$ cat src/rtl/aes_pkg.sv
// Shared definitions for the AES-256 round-key sequencer.
//   state_e        : sequencer states (IDLE/EMIT/GEN/DONE)
//   SEL_*          : round-key mux select encodings
//   RCON_INIT      : first round constant
//   NR_AES256      : round count for AES-256
//   fb_sel()       : feedback-register select for a generated round
package aes_pkg;

  typedef enum logic [1:0] {
    ST_IDLE = 2'd0,
    ST_EMIT = 2'd1,
    ST_GEN  = 2'd2,
    ST_DONE = 2'd3
  } state_e;

  localparam logic [1:0] SEL_MSBKEY = 2'b00;
  localparam logic [1:0] SEL_LSBKEY = 2'b01;
  localparam logic [1:0] SEL_FB_MSB = 2'b10;
  localparam logic [1:0] SEL_FB_LSB = 2'b11;

  localparam logic [7:0] RCON_INIT = 8'h01;
  localparam int         NR_AES256 = 14;

  // Even rounds land in the MSB feedback register, odd rounds in the LSB one.
  function automatic logic [1:0] fb_sel(input logic odd);
    return odd ? SEL_FB_LSB : SEL_FB_MSB;
  endfunction

endpackage

$ cat src/rtl/aes_rcon_gen.sv
// Round-constant register for the key generator.
// Ports:
//   clk, rst  : clock, synchronous active-high reset (rcon -> RCON_INIT)
//   init      : reload RCON_INIT next cycle (wins over shift_en)
//   shift_en  : shift rcon left by one bit next cycle
//   rcon      : current round constant
module aes_rcon_gen
  import aes_pkg::*;
(
  input  logic       clk,
  input  logic       rst,
  input  logic       init,
  input  logic       shift_en,
  output logic [7:0] rcon
);

  logic [7:0] rcon_q;
  logic [7:0] rcon_d;

  // A plain shift is enough: AES-256 never needs a constant past 8'h40,
  // so the GF(2^8) reduction after 8'h80 is never exercised.
  always_comb begin
    rcon_d = rcon_q;
    if (init) begin
      rcon_d = RCON_INIT;
    end else if (shift_en) begin
      rcon_d = rcon_q << 1;
    end
  end

  always_ff @(posedge clk) begin
    if (rst) begin
      rcon_q <= RCON_INIT;
    end else begin
      rcon_q <= rcon_d;
    end
  end

  assign rcon = rcon_q;

endmodule

$ cat src/rtl/aes256_key_sched_ctrl.sv
// AES-256 round-key sequencer. Steers the round-key mux, launches the key
// generator, loads the feedback registers and presents round keys 0..NR
// to the round datapath.
//
// Optional feature macro: KSCHED_ABORT_EN adds an 'abort' input that
// returns the sequencer to IDLE (reset output values, no done pulse).
//
// Ports:
//   clk, rst     : clock, synchronous active-high reset
//   start        : begin a schedule (only looked at in IDLE)
//   rk_ready     : round datapath accepts the presented key
//   abort        : (KSCHED_ABORT_EN only) cancel the running schedule
//   sel          : round-key mux select (see aes_pkg SEL_*)
//   rk_valid     : mux output is round key round_idx
//   round_idx    : index of presented / generated round key
//   kg_en        : one-cycle key-generator launch pulse
//   kg_mode      : 0 RotWord+SubWord+Rcon, 1 SubWord only
//   rcon         : round constant for the key generator
//   fb_load_msb  : load MSB feedback register from the key generator
//   fb_load_lsb  : load LSB feedback register from the key generator
//   busy         : schedule in progress
//   done         : one-cycle pulse after key NR is accepted
//
// Handshake: a key transfers on a rising clk edge where rk_valid && rk_ready.
// While rk_valid is high and rk_ready low, every output is held; rk_ready is
// ignored while rk_valid is low.
//
// All outputs are registered: next-cycle values are computed in always_comb
// from the current state and captured together in one always_ff.
module aes256_key_sched_ctrl
  import aes_pkg::*;
#(
  parameter int NR     = NR_AES256,
  parameter int KG_LAT = 1
) (
  input  logic       clk,
  input  logic       rst,
  input  logic       start,
  input  logic       rk_ready,
`ifdef KSCHED_ABORT_EN
  input  logic       abort,
`endif
  output logic [1:0] sel,
  output logic       rk_valid,
  output logic [3:0] round_idx,
  output logic       kg_en,
  output logic       kg_mode,
  output logic [7:0] rcon,
  output logic       fb_load_msb,
  output logic       fb_load_lsb,
  output logic       busy,
  output logic       done
);

  localparam int             CW       = (KG_LAT > 1) ? $clog2(KG_LAT) : 1;
  localparam logic [CW-1:0]  CNT_LAST = CW'(KG_LAT - 1);
  localparam logic [3:0]     NR_IDX   = 4'(NR);

  state_e        state_q,    state_d;
  logic [3:0]    round_q,    round_d;
  logic [1:0]    sel_q,      sel_d;
  logic [CW-1:0] cnt_q,      cnt_d;
  logic          rk_valid_q, rk_valid_d;
  logic          kg_en_q,    kg_en_d;
  logic          kg_mode_q,  kg_mode_d;
  logic          fb_msb_q,   fb_msb_d;
  logic          fb_lsb_q,   fb_lsb_d;
  logic          busy_q,     busy_d;
  logic          done_q,     done_d;

  logic          rcon_init;
  logic          rcon_shift;
  logic [3:0]    nxt_round;

  always_comb begin
    state_d    = state_q;
    round_d    = round_q;
    sel_d      = sel_q;
    cnt_d      = cnt_q;
    rk_valid_d = 1'b0;
    kg_en_d    = 1'b0;
    kg_mode_d  = kg_mode_q;
    fb_msb_d   = 1'b0;
    fb_lsb_d   = 1'b0;
    busy_d     = busy_q;
    done_d     = 1'b0;
    rcon_init  = 1'b0;
    rcon_shift = 1'b0;
    nxt_round  = round_q + 4'd1;

    unique case (state_q)
      ST_IDLE: begin
        if (start) begin
          state_d    = ST_EMIT;
          round_d    = 4'd0;
          sel_d      = SEL_MSBKEY;
          rk_valid_d = 1'b1;
          busy_d     = 1'b1;
          rcon_init  = 1'b1;
        end
      end

      ST_EMIT: begin
        rk_valid_d = 1'b1;
        if (rk_valid_q && rk_ready) begin
          if (round_q == 4'd0) begin
            // Keys 0 and 1 come straight from the cipher key halves.
            round_d = 4'd1;
            sel_d   = SEL_LSBKEY;
          end else if (round_q == NR_IDX) begin
            state_d    = ST_DONE;
            rk_valid_d = 1'b0;
            busy_d     = 1'b0;
            done_d     = 1'b1;
          end else begin
            state_d    = ST_GEN;
            round_d    = nxt_round;
            rk_valid_d = 1'b0;
            sel_d      = fb_sel(nxt_round[0]);
            kg_en_d    = 1'b1;
            kg_mode_d  = nxt_round[0];
            cnt_d      = '0;
            // With a single-cycle generator the launch and load share a cycle.
            if (KG_LAT == 1) begin
              fb_msb_d = ~nxt_round[0];
              fb_lsb_d = nxt_round[0];
            end
          end
        end
      end

      ST_GEN: begin
        if (cnt_q == CNT_LAST) begin
          state_d    = ST_EMIT;
          rk_valid_d = 1'b1;
          // rcon advances once per RotWord round, after it has been consumed.
          rcon_shift = ~round_q[0];
        end else begin
          cnt_d = cnt_q + CW'(1);
          if (cnt_d == CNT_LAST) begin
            fb_msb_d = ~round_q[0];
            fb_lsb_d = round_q[0];
          end
        end
      end

      ST_DONE: begin
        state_d = ST_IDLE;
      end

      default: begin
        state_d = ST_IDLE;
      end
    endcase

`ifdef KSCHED_ABORT_EN
    // Abort beats any handshake in the same cycle.
    if (abort && (state_q != ST_IDLE)) begin
      state_d    = ST_IDLE;
      round_d    = 4'd0;
      sel_d      = SEL_MSBKEY;
      cnt_d      = '0;
      rk_valid_d = 1'b0;
      kg_en_d    = 1'b0;
      kg_mode_d  = 1'b0;
      fb_msb_d   = 1'b0;
      fb_lsb_d   = 1'b0;
      busy_d     = 1'b0;
      done_d     = 1'b0;
      rcon_init  = 1'b1;
      rcon_shift = 1'b0;
    end
`endif
  end

  always_ff @(posedge clk) begin
    if (rst) begin
      state_q    <= ST_IDLE;
      round_q    <= 4'd0;
      sel_q      <= SEL_MSBKEY;
      cnt_q      <= '0;
      rk_valid_q <= 1'b0;
      kg_en_q    <= 1'b0;
      kg_mode_q  <= 1'b0;
      fb_msb_q   <= 1'b0;
      fb_lsb_q   <= 1'b0;
      busy_q     <= 1'b0;
      done_q     <= 1'b0;
    end else begin
      state_q    <= state_d;
      round_q    <= round_d;
      sel_q      <= sel_d;
      cnt_q      <= cnt_d;
      rk_valid_q <= rk_valid_d;
      kg_en_q    <= kg_en_d;
      kg_mode_q  <= kg_mode_d;
      fb_msb_q   <= fb_msb_d;
      fb_lsb_q   <= fb_lsb_d;
      busy_q     <= busy_d;
      done_q     <= done_d;
    end
  end

  aes_rcon_gen u_rcon (
    .clk      (clk),
    .rst      (rst),
    .init     (rcon_init),
    .shift_en (rcon_shift),
    .rcon     (rcon)
  );

  assign sel         = sel_q;
  assign rk_valid    = rk_valid_q;
  assign round_idx   = round_q;
  assign kg_en       = kg_en_q;
  assign kg_mode     = kg_mode_q;
  assign fb_load_msb = fb_msb_q;
  assign fb_load_lsb = fb_lsb_q;
  assign busy        = busy_q;
  assign done        = done_q;

endmodule

$ cat config.mk
export PLATFORM = sky130hd
export DESIGN_NAME = aes256_key_sched_ctrl
export DESIGN_NICKNAME = d
export VERILOG_FILES = /design/src/rtl/aes_pkg.sv /design/src/rtl/aes_rcon_gen.sv /design/src/rtl/aes256_key_sched_ctrl.sv
export SDC_FILE = /design/constraint.sdc
export NUM_CORES = 1
export LEC_CHECK = 0
export CORE_UTILIZATION = 48
export DETAILED_ROUTE_END_ITERATION = 7
export GPL_ROUTABILITY_DRIVEN = 1
export PLACE_DENSITY_LB_ADDON = 0.2
export SYNTH_ARGS = -nofsm -noshare
export SYNTH_HDL_FRONTEND = slang
export SYNTH_HIERARCHICAL = 1
export SYNTH_SLANG_ARGS = --single-unit
$ cat constraint.sdc
create_clock -name clk -period 2.1 [get_ports clk]
set_input_delay 0.525 -clock clk [delete_from_list [all_inputs] [get_ports clk]]
set_output_delay 0.525 -clock clk [all_outputs]
set_load 0.02 [all_outputs]
==> metrics <==
Mapped Nets 123; initial antenna violation count 0; Syn Area/Cell 9.65 µm²; Synth top area share 41.5%; Psw 526 µW; Area growth syn-to-layout 28.8%; Crit Path Class flip-flop to output port; FF+latch area 440 µm²; layout net count 151; post_cts resized 0; Post-synth EDFFs 0; CP arrival 1.42 ns; Critical Path Max Stage Delay 0.62 ns; Clock Latency Late Sink around 0.3 ns; crit-path cells buf_4 > clkdlybuf4s50_1; die span in x slightly below 50 µm; FFs w/ async S/R, synth 0%; Comb power frac 45.6%; Flop pwr share 37.2%; drt total wl 2080 µm; Root Driver clkbuf_4; hold_sp sel[1]; R2R depth 6; status completed; number of global-route vias before repair roughly 840; routability cong. ~0.80; reg2reg start state_q[1]; Cell Area, Synth 1060 µm²; CP delay by family, top buffers and inverters; postcts setup bufs 0; Setup crit end kind output port; Final Hold Viols 0; clk slew on worst S/H paths between 0.1 and 0.15 ns; Overall Power ~1.4 mW; dpl hpwl 1590 µm; Port-buffer cells 24; CP Data Required Time between 1.5 and 2 ns; Static Leak a little over 0.5 nW; min Tclk post-route 1.94 ns; ANT cells 0; H-tree depth 1; CTS Buf Count 3; Critical Path Source Type flip-flop; Detailed Routing Iterations Pass 1 4; Worst R2R End round_idx[3]; CTS tree done; period utilisation layout between 90 and 100%; largest net degree at the start of global routing 13; Yosys cell types 38; hold path endpoint sel[1]; number of vias in the routed layout between 800 and 900; Tot GR Track Use a little under a fifth; maximum VDD drop 0.000722 V; Synth Flop Type dfxtp_1; initial core utilization approximately 52%; RSZ-0062 raised after global routing false; Die Ht 49.0 µm; Clock Path Buffers 2; die area 2400 µm²; multi-input combinational cell area roughly 550 µm²; grt ovf 0; Fin Setup TNS 0 ns; slew margin rel. 72.9%; sequential fraction of the synthesis area between 40% and 50%; Slew @ Worst Pin 0.406 ns; pwr dens 992 nW/µm²; # IOs 25; # fillers 171; cell count after synthesis 110; Worst Hold Class flip-flop to flip-flop; clock skew 0.00493 ns; Remaining DRCs 0; max-slew violations 0; Final setup viols 0; crit path max fanout 9; critical path depth in cells 2; Net Sw Frac 38.8%; fmax 515 MHz; average wire per standard cell 12.7 µm; core area a little over 2000 µm²; hold buffers post-CTS 0; Clk pwr share 17.1%; max-cap viol count 0; ratio of cells with drive above 1 in the final layout 10.9%; cell taking the most area after synthesis dfxtp_1; Ys Warns 6; Reg2Reg Setup Slack 0.20 ns; # rows 16; Int Power 830 µW; #FFs+latches synth 22; CP bufs+invs 2; DRT iter0 DRCs 4; Cell Area, Placed 1330 µm²; critical path's slowest cell clkdlybuf4s50_1; first-pass GRT wire length ~3500 µm; post-route cell area approximately 1400 µm²; Sink Count 22; vias per cell about 5.2; top post-synthesis cells by area dfxtp_1 (42%), ha_1 (11%), mux2i_1 (6.6%), nor2_1 (4.2%), a21oi_1 (2.8%); hold depth 2; Final ANT Viol Nets 0
-- power groups by stage --
stage / Sequential, mW / Clock, mW / Combinational [mW]
finish: 0.505 / 0.232 / 0.619
global route: 0.511 / 0.254 / 0.671
CTS: 0.505 / 0.236 / 0.615
detailed placement: 0.514 / 0 / 0.613
global placement: 0.512 / 0 / 0.604
floorplan: 0.555 / 0 / 0.399
-- synth_stat cells (3+ instances only) --
cell and n:
dfxtp_1 22, nand4_1 3, o21ai_0 4, ha_1 9, a21oi_1 6, nand3_1 4, nor2_1 12, mux2i_1 7
inv_1 7
-- cells in the final DEF, fill, tap and decap left out, drive strengths merged, types with 5 or more instances in the layout --
cell,netlist,layout
clkdlybuf4s50,0,24
dfxtp,22,22
nor2,13,13
ha,9,9
inv,7,7
mux2i,7,7
a21oi,6,6
buf,4,5
-- cell type report --
| cell class | count | share of cell area (%) |
|---|---|---|
| Sequential cell | 22 | 32.2 |
| Tap cell | 27 | 2.47 |
| Inverter | 7 | 1.92 |
| Multi-Input combinational cell | 75 | 40.4 |
| Clock buffer | 4 | 2.66 |
| Timing Repair Buffer | 29 | 20.3 |
-- routing by layer --
metal	global-route usage, %	vias up	part of all wire, %
li1	-	437	-
met1	22.8	395	49
met5	0	-	0
met2	32.4	21	47
met4	6.86	0	0.62
met3	3.12	2	3.5
-- per-stage QoR --
step	cells	util, %	setup WS (ns)	hold WS [ns]
global route	164	67.6	0.0564	0.523
floorplan	110	-	0.222	0.546
global placement	160	65.8	0.0987	0.461
CTS	164	67.6	0.148	0.493
detailed placement	160	65.8	0.0538	0.476
finish	164	67.6	0.157	0.493
-- worst reg2reg max path: cells and delay by family, from the launching register on --
kind / cells / cell delay [ns]
buffers and inverters: 2 / 0.33
AO/OA/AOI/OAI: 2 / 0.33
flip-flops: 1 / 0.36
adder cells (fa/ha/maj): 1 / 0.42
AND/OR/NAND/NOR: 1 / 0.36
-- worst max-delay path by stage --
stage	to	start	slack, ns
2_1_floorplan	state_q[1]	round_idx[0]	0.22
3_3_place_gp	round_idx[3]	start	0.1
3_5_place_dp	round_idx[3]	start	0.05
5_1_grt	round_idx[3]	state_q[1]	0.06
4_1_cts	round_idx[0]	round_idx[0]	0.15
6_report	round_idx[0]	round_idx[0]	0.16
-- sequential cells by signal, summed over array words and instances (netlist names) --
signal and flops:
u_rcon/rcon 8, round_idx 4, fb_load_msb 1, busy 1, kg_mode 1, rk_valid 1, fb_load_lsb 1, state_q 2
kg_en 1, done 1, sel 1
-- kinds of logic after synthesis --
family          Yosys count  share of synthesized area (%)
fa+ha+maj                 9                           10.6
simple gates             37                           18.9
flops                    22                           41.5
compound gates           22                           15.9
buf+inv                  13                           6.49
mux                       7                           6.60
Note: power is estimated with default switching activity, not from simulation.
